File: src/rtl/lock_servo_driver.sv
// rtl/lock_servo_driver.sv - door-lock servo latch driver: 50 Hz PWM with ramped open/close and timed auto-relock
// Pulse width only moves at frame ends so every PWM frame carries exactly one complete pulse.
module lock_servo_driver #(
  parameter int unsigned PERIOD  = 1_000_000,
  parameter int unsigned PW_LOCK = 50_000,
  parameter int unsigned PW_OPEN = 100_000,
  parameter int unsigned STEP    = 5_000,
  parameter int unsigned HOLD    = 250_000_000,
  parameter int unsigned CW      = 28
) (
  input  logic          clock,
  input  logic          resetn,
  input  logic          unlock,
  input  logic          relock,
  output logic          servo_pwm,
  output logic [1:0]    state,
  output logic [CW-1:0] pw,
  output logic          opened
);

  typedef enum logic [1:0] {
    ST_LOCKED  = 2'b00,
    ST_OPENING = 2'b01,
    ST_OPEN    = 2'b10,
    ST_CLOSING = 2'b11
  } state_t;

  localparam logic [CW-1:0] LP_FC_LAST   = CW'(PERIOD - 1);
  localparam logic [CW-1:0] LP_HOLD_LAST = CW'(HOLD - 1);
  localparam logic [CW-1:0] LP_PW_LOCK   = CW'(PW_LOCK);
  localparam logic [CW-1:0] LP_PW_OPEN   = CW'(PW_OPEN);
  localparam logic [CW-1:0] LP_STEP      = CW'(STEP);

  state_t        r_state;
  state_t        w_state_nx;
  logic [CW-1:0] r_fc;
  logic [CW-1:0] r_hold;
  logic [CW-1:0] w_hold_nx;
  logic [CW-1:0] r_pw;
  logic [CW-1:0] w_pw_nx;
  logic [CW-1:0] w_pw_up;
  logic [CW-1:0] w_pw_dn;
  logic          r_unlock_d;
  logic          r_opened;
  logic          w_opened_nx;
  logic          w_rise;
  logic          w_frame_end;

  assign w_rise      = unlock & ~r_unlock_d;
  assign w_frame_end = (r_fc == LP_FC_LAST);
  assign w_pw_up     = r_pw + LP_STEP;
  assign w_pw_dn     = r_pw - LP_STEP;

  always_ff @(posedge clock) begin
    if (!resetn) begin
      r_fc <= '0;
    end else if (w_frame_end) begin
      r_fc <= '0;
    end else begin
      r_fc <= r_fc + 1'b1;
    end
  end

  always_ff @(posedge clock) begin
    if (!resetn) begin
      r_state    <= ST_LOCKED;
      r_pw       <= LP_PW_LOCK;
      r_hold     <= '0;
      r_unlock_d <= 1'b0;
      r_opened   <= 1'b0;
    end else begin
      r_state    <= w_state_nx;
      r_pw       <= w_pw_nx;
      r_hold     <= w_hold_nx;
      r_unlock_d <= unlock;
      r_opened   <= w_opened_nx;
    end
  end

  // relock has priority over a rise everywhere; a ramp already at its limit finishes without stepping
  always_comb begin
    w_state_nx  = r_state;
    w_pw_nx     = r_pw;
    w_hold_nx   = '0;
    w_opened_nx = 1'b0;
    case (r_state)
      ST_LOCKED: begin
        if (w_rise && !relock) begin
          w_state_nx = ST_OPENING;
        end
      end
      ST_OPENING: begin
        if (relock) begin
          w_state_nx = ST_CLOSING;
        end else if (r_pw == LP_PW_OPEN) begin
          w_state_nx  = ST_OPEN;
          w_opened_nx = 1'b1;
        end else if (w_frame_end) begin
          w_pw_nx = w_pw_up;
          if (w_pw_up == LP_PW_OPEN) begin
            w_state_nx  = ST_OPEN;
            w_opened_nx = 1'b1;
          end
        end
      end
      ST_OPEN: begin
        if (relock) begin
          w_state_nx = ST_CLOSING;
        end else if (w_rise) begin
          w_hold_nx = '0;
        end else if (r_hold == LP_HOLD_LAST) begin
          w_state_nx = ST_CLOSING;
        end else begin
          w_hold_nx = r_hold + 1'b1;
        end
      end
      ST_CLOSING: begin
        if (w_rise && !relock) begin
          w_state_nx = ST_OPENING;
        end else if (r_pw == LP_PW_LOCK) begin
          w_state_nx = ST_LOCKED;
        end else if (w_frame_end) begin
          w_pw_nx = w_pw_dn;
          if (w_pw_dn == LP_PW_LOCK) begin
            w_state_nx = ST_LOCKED;
          end
        end
      end
      default: begin
        w_state_nx = ST_LOCKED;
        w_pw_nx    = LP_PW_LOCK;
      end
    endcase
  end

  assign servo_pwm = (r_fc < r_pw);
  assign state     = r_state;
  assign pw        = r_pw;
  assign opened    = r_opened;

endmodule

File: config.mk
export PLATFORM = sky130hd
export DESIGN_NAME = lock_servo_driver
export DESIGN_NICKNAME = d
export VERILOG_FILES = /design/src/rtl/lock_servo_driver.sv
export SDC_FILE = /design/constraint.sdc
export NUM_CORES = 1
export LEC_CHECK = 0
export ABC_AREA = 1
export CAP_MARGIN = 30
export CORE_MARGIN = 2
export CORE_UTILIZATION = 40
export CTS_BUF_LIST = sky130_fd_sc_hd__clkbuf_8 sky130_fd_sc_hd__clkbuf_16
export DETAILED_ROUTE_END_ITERATION = 10
export GPL_ROUTABILITY_DRIVEN = 0
export PLACE_DENSITY = 0.64
export SKIP_CTS_REPAIR_TIMING = 1
export SYNTH_ARGS = -nofsm -noshare
export SYNTH_HDL_FRONTEND = slang
export SYNTH_SLANG_ARGS = --single-unit
File: constraint.sdc
create_clock -name clock -period 2.5 [get_ports clock]
set_input_delay 0.375 -clock clock [delete_from_list [all_inputs] [get_ports clock]]
set_output_delay 0.375 -clock clock [all_outputs]
set_load 0.02 [all_outputs]
; Word level (Yosys, flattened, before mapping)
; Index checks and enable logic that the tools add are counted.
[word_totals]
regBits = 88
input_bits = 4
output_inout_bits = 32
elab_cells = 70
[classes]
addsub = 4
n_lt_le_gt_ge = 1
n_eq_ne = 22
n_mux = 23
bitwise = 5
n_reduce_logical = 9
[op_table]
columns = operator, n
row1 = 28-bit two-way mux, 6
row2 = 28-bit by 1-bit adder with 28-bit output (second input constant), 2
row3 = 28-bit by 16-bit == test with 1-bit output (second input constant), 2
row4 = 28-bit by 17-bit == test with 1-bit output (second input constant), 2
row5 = 28-bit one-hot mux with 2 select lines, 1
row6 = 28-bit by 13-bit adder with 28-bit output (second input constant), 1
row7 = 28-bit by 20-bit == test with 1-bit output (second input constant), 1
row8 = 28-bit == test (second input constant), 1
row9 = 28-bit less-than comparator, 1
row10 = 28-bit by 13-bit subtractor with 28-bit output (second input constant), 1
row11 = 2-bit two-way mux, 12
row12 = 4-bit inequality test (second input constant), 4
row13 = 2-bit inequality test (second input constant), 7
row14 = 7-bit AND reduction, 2
row15 = 2-bit one-hot mux with 4 select lines, 1
row16 = 3-bit inequality test (second input constant), 2
row17 = 5-bit OR reduction, 1
row18 = 2-bit == test (second input constant), 2
row19 = 1-bit inverter, 4
row20 = 1-bit two-way mux, 3
row21 = 3-bit OR reduction, 1
row22 = 2-bit by 1-bit == test with 1-bit output (second input constant), 1
row23 = 2-bit logical NOT, 1
row24 = 2-bit nonzero test, 1
row25 = 4 further kinds, 4

; Depth between registers and ports, before layout
; Gate-level depths: netlist of run 1.
[logic_depth]
ltp_word = 7
depth_mapped = 19
mapped_depth_nobuf = 19

; Least setup slack after synthesis of run 1
; OpenSTA, ideal clock, no wires.
[synth_path]
kind = register -> output
start = register r_pw[15] (netlist: pw[15])
end = output servo_pwm
arrival_ps = 2095
required_ps = 2125
path_slack_ps = 30
path_stages_with_launch = 12
n_path_buf = 1
cell_sequence = dfxtp_1 -> buf_2 -> inv_1 -> ha_1 -> a21oi_1 -> o21ai_0 -> a21o_1 -> a21oi_1 -> o21ai_0 -> a21oi_1 -> o21ai_0 -> a21oi_1
[synth_via]
elab_chain_cells = 1
[synth_lines]
columns = item, line
row1 = "start, declared", 39  ; logic [CW-1:0] r_pw;
row2 = "start signal, assigned", 73  ; r_pw <= w_pw_nx;
row3 = 28-bit less-than comparator, 136  ; assign servo_pwm = (r_fc < r_pw);
row4 = "end, declared", 15  ; output logic servo_pwm,
; Every way passes these cells.

; Worst setup path in the final report of run 1
[layout_path]
start = register r_fc[15]
end = output servo_pwm
[layout_via]
elab_chain_cells = 1
[layout_lines]
columns = item, line
row1 = "start, declared", 36  ; logic [CW-1:0] r_fc;
row2 = "start signal, assigned", 60  ; r_fc <= r_fc + 1'b1;
row3 = 28-bit less-than comparator, 136
; Every way passes these cells.

==> results.cfg, run 1 <==
[status]
status = completed

[critical_path]
endpoint_kind = primary output
path_max_fanout = 2
cpPeakStageDelay_ps = 380
slowest_stage = dfxtp_1
crit_family = compound AO/OA/AOI/OAI gates
cp.arrival_ps = 2110
cp_common_cell = o21ai_1
cp.required_ps = 2120
path_buf_inv = 1
crit_path_start_kind = register
critPathKind = reg2out
crit_path_cell_trace = ha_4 -> a21oi_1 -> o21ai_1 -> a21o_1 -> a21oi_2 -> o21ai_1 -> a21oi_1 -> o21ai_1 -> a21oi_2 -> buf_6

[clocking]
clock_path_buffers = 2
cts_buffers = 9
cts_tree = done
clk_pin_slew_worst_paths_ps = 70
cts_root_buffer = clkbuf_16
cts_sinks = 85
h-tree-depth = 3
clk_latency_ps = 350

[drt]
wl_per_cell_um = 13.94
vias = 6882
vias_per_cell = 5.147
firstDrtPassIters = 6
wl_um = 18640
drt_iter0_drc = 561
drc = 0
antenna_left = 0

[final_layout]
drive_above_1_share = 0.1481
antennaDiodeCount = 0
syn_to_final_growth_pct = 21.86
utilization = 0.4972
nFillCells = 1619
multi_input_area_mm2 = 0.004202
final_cells = 1337
seqCellArea_mm2 = 0.001707
mostFrequentLayoutCell = nand2_1
mostFrequentLayoutCells = nand2_1, nor2_1, inv_1, dfxtp_1
final_nets = 1155

[pwr]
leakagePower_nw = 3.429
powerDensity_mw_per_mm2 = 776.1
ir_worst_vdd_mv = 0.3594

[global_routing]
grt_overflow = 0
grt_pass1_wl_um = 30320
grt_max_degree = 35
grt.total_usage = 0.2250
grt_pass1_vias = 6300
antenna_found_initial = 0

[floorplanning]
core_mm2 = 0.01583
core.rowCount = 46
dieHeight_um = 131.1
die_width_um = 131.1
die-area_mm2 = 0.01718
io_pins = 36
initial_utilization = 0.4080

[placed_design]
dp_slack_ps = -222.4
hpwl_um = 14640
dpl.cell_count = 1321
io_buffers = 32

[timing]
max_freq_mhz = 402.8
finalCriticalPeriod_ps = 2483
setup_viol = 0
skew_ps = 9.932
hold_violations = 0
rsz0062_at_grt = yes
holdWs_ps = 447.1
tightest_slew_ps = 614.6
slew_headroom = 0.5865
setup_slack_ps = 17.36
finalCritPeriodShare = 0.9931
drv_slew = 0

[yosys]
synth_area_mm2 = 0.006457
synth.distinct_cells = 47
synthesis.instances = 1026
yosysSeqAreaShare = 0.2635
ys_seq_elements = 85
yosysWarnings = 0
synth_area_per_cell_um2 = 6.294

[min_path]
hold_class = reg2reg

[job]
max_cap_violations = 0
[kinds of logic after synthesis]
logic type | Yosys count | synth area share
buffers and inverters | 157 | 0.09882
AOI/OAI and AO/OA | 127 | 0.1068
adders and majority gates | 35 | 0.06782
DFF | 85 | 0.2635
xor gates and xnor gates | 29 | 0.04050
and+or+nand+nor | 591 | 0.4205
muxes | 1 | 0.001550
other | 1 | 0.0005807
[final cells by class]
class,count,area share
Tap cell,216,0.03435
Clock buffer,9,0.02862
Multi-Input combinational cell,786,0.5339
Timing Repair Buffer,108,0.1166
Inverter,126,0.06042
Clock inverter,7,0.009222
Sequential cell,85,0.2169
[synth_stat cells (all sizes together)]
library cell	instances	area (um^2)
clkinv	3	11.26
o31ai	1	7.510
nand3b	1	7.510
o21ai	41	205.2
nor3	38	244.0
and3	1	6.260
mux2i	1	10.01
a211oi	2	15.01
nor4	9	62.56
or2	1	6.260
a21o	1	7.510
buf	22	131.4
nand2b	1	6.260
a21oi	66	334.1
xnor2	3	26.28
inv	123	461.7
conb	1	3.750
nor3b	16	120.1
nand4	33	221.5
nor2	156	633.1
a31oi	1	6.260
o211ai	12	90.09
and2	2	12.51
nand2	256	995.9
o2111ai	1	8.760
or3	1	6.260
dfxtp	85	1702
o21a	2	15.01
nand3	76	392.9
xor2	26	235.2
clkbuf	9	33.78
ha	35	437.9
[flip-flops by register name, indices dropped and copies added (netlist names)]
register,flops
r_hold,28
opened,1
r_unlock_d,1
pw,25
state,2
r_fc,28
[report_power, final]
group	switching [mW]	internal (mW)	total (mW)
Clock	0.632	0.705	1.34
Sequential	0.0860	1.48	1.57
Combinational	2.01	1.19	3.20
[path summary, 6_finish.rpt]
check | slack (ps) | cells after the start | end | startpoint
worst max-delay path | 20 | 10 | servo_pwm | r_fc[15]
worst min-delay path | 450 | 1 | r_fc[0] | r_fc[0]
worst max register to register | 160 | 14 | pw[12] | pw[21]
worst min register to register | 450 | 1 | r_fc[0] | r_fc[0]
[metrics by stage]
stage          total power [mW]  setup TNS [ps]  area [um^2]
2_1_floorplan             3.606               0         6465
3_3_place_gp              4.647          -214.4         7486
3_5_place_dp              4.673          -222.4         7486
4_1_cts                   6.039          -637.4         7784
5_1_grt                   6.567          -135.4         7869
6_report                  6.107               0         7869
[worst reg2reg max path, cell delays in order, from the launching register on]
cell,delay [ps]
dfxtp_1,310
buf_4,160
nor2_1,190
nand3_1,170
nor2_2,200
nand2_1,90
inv_2,70
nand4_1,130
mux2i_1,170
nor2_1,60
nand2_2,110
buf_12,210
a21oi_1,60
o21ai_0,140
a21oi_1,130
[per-layer routing]
| layer | share of wire | wire length [um] | global-route usage | up-vias |
|---|---|---|---|---|
| met4 | 0.036 | 677 | 0.09887 | 0 |
| li1 | - | - | - | 3533 |
| met3 | 0.063 | 1177 | 0.03653 | 49 |
| met1 | 0.46 | 8577 | 0.2994 | 3072 |
| met2 | 0.44 | 8203 | 0.3603 | 228 |
| met5 | 0 | 0 | 0 | - |
No activity file was read; power rests on OpenSTA's default activity.
==> inputs of run 2 (changes only) <==
--- a/config.mk
+++ b/config.mk
@@ -14,6 +14,8 @@
 export GPL_ROUTABILITY_DRIVEN = 0
 export PLACE_DENSITY = 0.64
 export SKIP_CTS_REPAIR_TIMING = 1
+export SKIP_LAST_GASP = 1
 export SYNTH_ARGS = -nofsm -noshare
 export SYNTH_HDL_FRONTEND = slang
 export SYNTH_SLANG_ARGS = --single-unit
+export TNS_END_PERCENT = 30
==> run 2 against run 1 <==
Critical path depth stayed put. Sequential share of layout area hardly changed. Sequential power hardly changed. Final area hardly changed. Register-to-register slack worse by 40 ps. Count of clock-buffer cells in the layout stayed put. Worst setup slack hardly changed. Hold slack stayed put. First-iteration DRC count is 1.2% higher. Die area stayed put. Clock skew hardly changed.
==> results.cfg, run 2 (synthesis gave the netlist of run 1 again) <==
[status]
status = completed

[critical_path]
cp_common_cell = o21ai_1
cp.required_ps = 2120
crit_path_cell_trace = ha_4 -> a21oi_1 -> o21ai_1 -> a21o_1 -> a21oi_2 -> o21ai_1 -> a21oi_1 -> o21ai_1 -> a21oi_2 -> buf_6
path_max_fanout = 2
crit_family = compound AO/OA/AOI/OAI gates
r2r_cells = 14
path_buf_inv = 1
slowest_stage = dfxtp_1
r2r-end = pw[12]
cpPeakStageDelay_ps = 390
endpoint_kind = primary output
r2r_start = pw[21]
cp.arrival_ps = 2110
reg2reg_setup_slack_ps = 120
crit_path_start_kind = register
critPathKind = reg2out

[global_routing]
grt.total_usage = 0.2250
grt_max_degree = 35
grt_overflow = 0
grt_pass1_wl_um = 30320
antenna_found_initial = 0
grt_pass1_vias = 6300

[clocking]
clk_pin_slew_worst_paths_ps = 70
clk_latency_ps = 350
clock_path_buffers = 2
cts_root_buffer = clkbuf_16
cts_buffers = 9
cts_tree = done
h-tree-depth = 3
cts_sinks = 85

[placed_design]
placed_cell_area_mm2 = 0.007486
dpl.cell_count = 1321
dp_slack_ps = -222.4
hpwl_um = 14640
io_buffers = 32

[pwr]
pwr-share-comb = 0.524
leakagePower_nw = 3.428
internal_power_mw = 3.375
p_sw_mw = 2.735
ir_worst_vdd_mv = 0.3595
swShare = 0.4477
clockPowerShare = 0.219
pwr-share-seq = 0.257
powerDensity_mw_per_mm2 = 776.7

[drt]
wl_um = 18610
drt_iter0_drc = 568
vias = 6906
wl_per_cell_um = 13.92
antenna_left = 0
firstDrtPassIters = 6
drc = 0
vias_per_cell = 5.165

[job]
max_cap_violations = 0

[floorplanning]
die_width_um = 131.1
core_mm2 = 0.01583
dieHeight_um = 131.1
initial_utilization = 0.4080
core.rowCount = 46
die-area_mm2 = 0.01718
io_pins = 36

[final_layout]
syn_to_final_growth_pct = 21.82
final_cells = 1337
final_area_mm2 = 0.007866
mostFrequentLayoutCell = nand2_1
drive_above_1_share = 0.1472
utilization = 0.4970
antennaDiodeCount = 0
mostFrequentLayoutCells = nand2_1, nor2_1, inv_1, dfxtp_1
final_nets = 1155

[timing]
rsz0062_at_grt = yes
slew_headroom = 0.6264
finalCritPeriodShare = 0.9929
skew_ps = 10.40
setup_slack_ps = 17.65
hold_violations = 0
max_freq_mhz = 402.8
setup_viol = 0
finalCriticalPeriod_ps = 2482
tightest_slew_ps = 555.2
drv_slew = 0

[min_path]
hold_class = reg2reg
hold_path_depth = 1
hold_path_end = r_fc[0]
holdCritStartpoint = r_fc[0]
## run 2: per-layer routing
metal	global-route usage	wire (um)	vias to the layer above	part of all wire
li1	-	-	3530	-
met1	0.2994	8685	3103	0.47
met2	0.3603	8160	214	0.44
met3	0.03653	1050	59	0.056
met4	0.09887	716	0	0.038
met5	0	0	-	0
## run 2: stage by stage
stage	total power, mW	hold WS, ps	TNS (ps)
after CTS	6.039	448.0	-637.4
after global routing	6.565	477.7	-182.3
after detailed placement	4.673	438.4	-222.4
after global placement	4.647	429.9	-214.4
final	6.110	447.1	0
after floorplan	3.606	417.6	0
## run 2: worst max-delay path by stage
stage              from         to  slack, ps  cells after the start
3_5_place_dp     pw[15]  servo_pwm       -220                     11
5_1_grt        r_fc[15]  servo_pwm       -140                     10
3_3_place_gp     pw[15]  servo_pwm       -210                     11
6_report       r_fc[15]  servo_pwm         20                     10
4_1_cts          pw[15]  servo_pwm       -640                     11
2_1_floorplan    pw[15]  servo_pwm         30                     11
## run 2: power by group through the flow
| stage | Sequential, mW | Combinational, mW | Clock, mW |
|---|---|---|---|
| CTS | 1.56 | 3.10 | 1.38 |
| detailed placement | 1.59 | 3.08 | 0 |
| floorplan | 1.77 | 1.84 | 0 |
| finish | 1.57 | 3.20 | 1.34 |
| global route | 1.58 | 3.55 | 1.43 |
| global placement | 1.58 | 3.06 | 0 |
## run 2: cell type report
cell class,instances,area (um^2)
Sequential cell,85,1707
Clock buffer,9,225.2
Inverter,126,475.5
Fill cell,1620,7961
Clock inverter,7,72.57
Multi-Input combinational cell,786,4199
Timing Repair Buffer,108,917.1
Tap cell,216,270.3
## run 2: worst register-to-register path: cells and delay by family (launching register included)
kind | cells | cell delay, ps
AOI/OAI and AO/OA | 3 | 340
buffers and inverters | 3 | 440
DFF | 1 | 310
muxes | 1 | 170
and+or+nand+nor | 7 | 990
==> inputs of run 3 (changes only) <==
--- a/config.mk
+++ b/config.mk
@@ -12,7 +12,7 @@
 export CTS_BUF_LIST = sky130_fd_sc_hd__clkbuf_8 sky130_fd_sc_hd__clkbuf_16
 export DETAILED_ROUTE_END_ITERATION = 10
 export GPL_ROUTABILITY_DRIVEN = 0
-export PLACE_DENSITY = 0.64
+export PLACE_DENSITY = 0.66
 export SKIP_CTS_REPAIR_TIMING = 1
 export SKIP_LAST_GASP = 1
 export SYNTH_ARGS = -nofsm -noshare
==> constraint.sdc (replaced) <==
create_clock -name clock -period 2.19 [get_ports clock]
set_input_delay 0.3285 -clock clock [delete_from_list [all_inputs] [get_ports clock]]
set_output_delay 0.3285 -clock clock [all_outputs]
set_load 0.02 [all_outputs]
==> run 3 against run 2 <==
The flow now finishes with violations (negative setup slack). Worst setup slack got worse by 230 ps. Critical path depth unchanged. Critical endpoint unchanged. Largest cell class unchanged. Highest routed layer unchanged. Sequential share of layout area decreased by 2.0 points. Core utilization increased by 5.7 points.
==> results.cfg, run 3 (synthesis gave the netlist of run 1 again) <==
[drt]
vias_per_cell = 5.146
vias = 7241
drt_iter0_drc = 749
wl_per_cell_um = 14.01
drc = 0
firstDrtPassIters = 5
wl_um = 19720
antenna_left = 0

[clocking]
cts_buffers = 9
cts_sinks = 85
clock_path_buffers = 2
h-tree-depth = 3
cts_root_buffer = clkbuf_16
clk_latency_ps = 360
cts_tree = done
clk_pin_slew_worst_paths_ps = 60

[timing]
finalCritPeriodShare = 1.095
drv_slew = 0
hold_violations = 0
skew_ps = 10.81
finalCriticalPeriod_ps = 2399
rsz0062_at_grt = yes
setup_viol = 9
max_freq_mhz = 416.8
setup_slack_ps = -209.1

[floorplanning]
die-area_mm2 = 0.01718
core_mm2 = 0.01583
io_pins = 36
die_width_um = 131.1
initial_utilization = 0.4080
core.rowCount = 46
dieHeight_um = 131.1

[final_layout]
final_area_mm2 = 0.008773
syn_to_final_growth_pct = 35.87
mostFrequentLayoutCell = nand2_1
drive_above_1_share = 0.2485
antennaDiodeCount = 0
mostFrequentLayoutCells = nand2_1, nor2_1, buf_4, inv_1
final_nets = 1225

[global_routing]
grt_pass1_vias = 6603
grt_overflow = 0
grt.total_usage = 0.2318
grt_pass1_wl_um = 31440
antenna_found_initial = 0
grt_max_degree = 28

[critical_path]
cp.arrival_ps = 2070
critPathKind = reg2out
r2r_start = pw[9]
cp.required_ps = 1860
r2r-end = pw[9]
cp_common_cell = a21oi_1
path_max_fanout = 2
reg2reg_setup_slack_ps = -30
endpoint_kind = primary output
slowest_stage = dfxtp_2
cpPeakStageDelay_ps = 340
crit_path_start_kind = register
r2r_cells = 16
crit_path_cell_trace = inv_2 -> ha_1 -> a21oi_1 -> o31ai_2 -> nand2_1 -> o2111ai_1 -> a21oi_1 -> o21ai_2 -> a21oi_2 -> buf_4

[min_path]
hold_path_end = r_fc[0]
hold_path_depth = 1
hold_class = reg2reg
holdCritStartpoint = r_fc[0]

[pwr]
pwr-share-seq = 0.229
clockPowerShare = 0.198
leakagePower_nw = 3.861
pwr-share-comb = 0.573
powerDensity_mw_per_mm2 = 902.2
swShare = 0.4393
internal_power_mw = 4.438
p_sw_mw = 3.477
ir_worst_vdd_mv = 0.4554

[status]
failed_checks = negative setup slack
status = complete, but fails checks

[job]
max_cap_violations = 0

[placed_design]
placed_cell_area_mm2 = 0.007930
io_buffers = 32
hpwl_um = 15130
dp_slack_ps = -470.4
[run 3: critical path, delay by kind of cell, from the launching register on]
family,cells,cell delay (ps)
buffers and inverters,2,200
and+or+nand+nor,1,60
AOI/OAI and AO/OA,6,820
adders and majority gates,1,300
DFF,1,340
[run 3: stage by stage]
| stage | utilization | TNS [ps] | hold WS, ps | instances | total power, mW |
|---|---|---|---|---|---|
| global placement | 0.5010 | -810.7 | 432.8 | 1377 | 5.638 |
| CTS | 0.5200 | -1497 | 451.6 | 1393 | 7.260 |
| global route | 0.5543 | -4662 | 452.5 | 1407 | 8.413 |
| detailed placement | 0.5010 | -1097 | 439.1 | 1377 | 5.674 |
| finish | 0.5543 | -321.2 | 440.1 | 1407 | 7.915 |
| floorplan | - | 0 | 417.6 | 1028 | 4.146 |
[run 3: power by group through the flow]
stage	clock network, mW	logic (mW)	registers (mW)
5_1_grt	1.66	4.93	1.83
4_1_cts	1.59	3.88	1.79
3_3_place_gp	0	3.82	1.82
6_report	1.56	4.54	1.81
2_1_floorplan	0	2.11	2.03
3_5_place_dp	0	3.85	1.82
[run 3: worst max-delay path by stage]
stage,start,end,slack [ps],cells past startpoint
5_1_grt,pw[13],servo_pwm,-370,11
6_report,pw[7],servo_pwm,-210,10
2_1_floorplan,pw[13],servo_pwm,10,11
3_5_place_dp,pw[13],servo_pwm,-470,11
3_3_place_gp,pw[15],servo_pwm,-430,11
4_1_cts,pw[13],servo_pwm,-870,11
[run 3: final cells by class]
class	instances	area [um^2]
tap	216	270.3
fill	1527	7054
clock inverter	7	75.07
timing repair buffer	178	1545
clock buffer	9	225.2
multi-input combinational	786	4454
sequential	85	1725
inverter	126	478.0
[run 3: metal layers]
| layer | wire length (um) | vias up | GRT usage |
|---|---|---|---|
| met3 | 1320 | 64 | 0.04221 |
| met1 | 8707 | 3237 | 0.3000 |
| met5 | 0 | - | 0 |
| met2 | 8784 | 270 | 0.3688 |
| li1 | - | 3670 | - |
| met4 | 905 | 0 | 0.1208 |
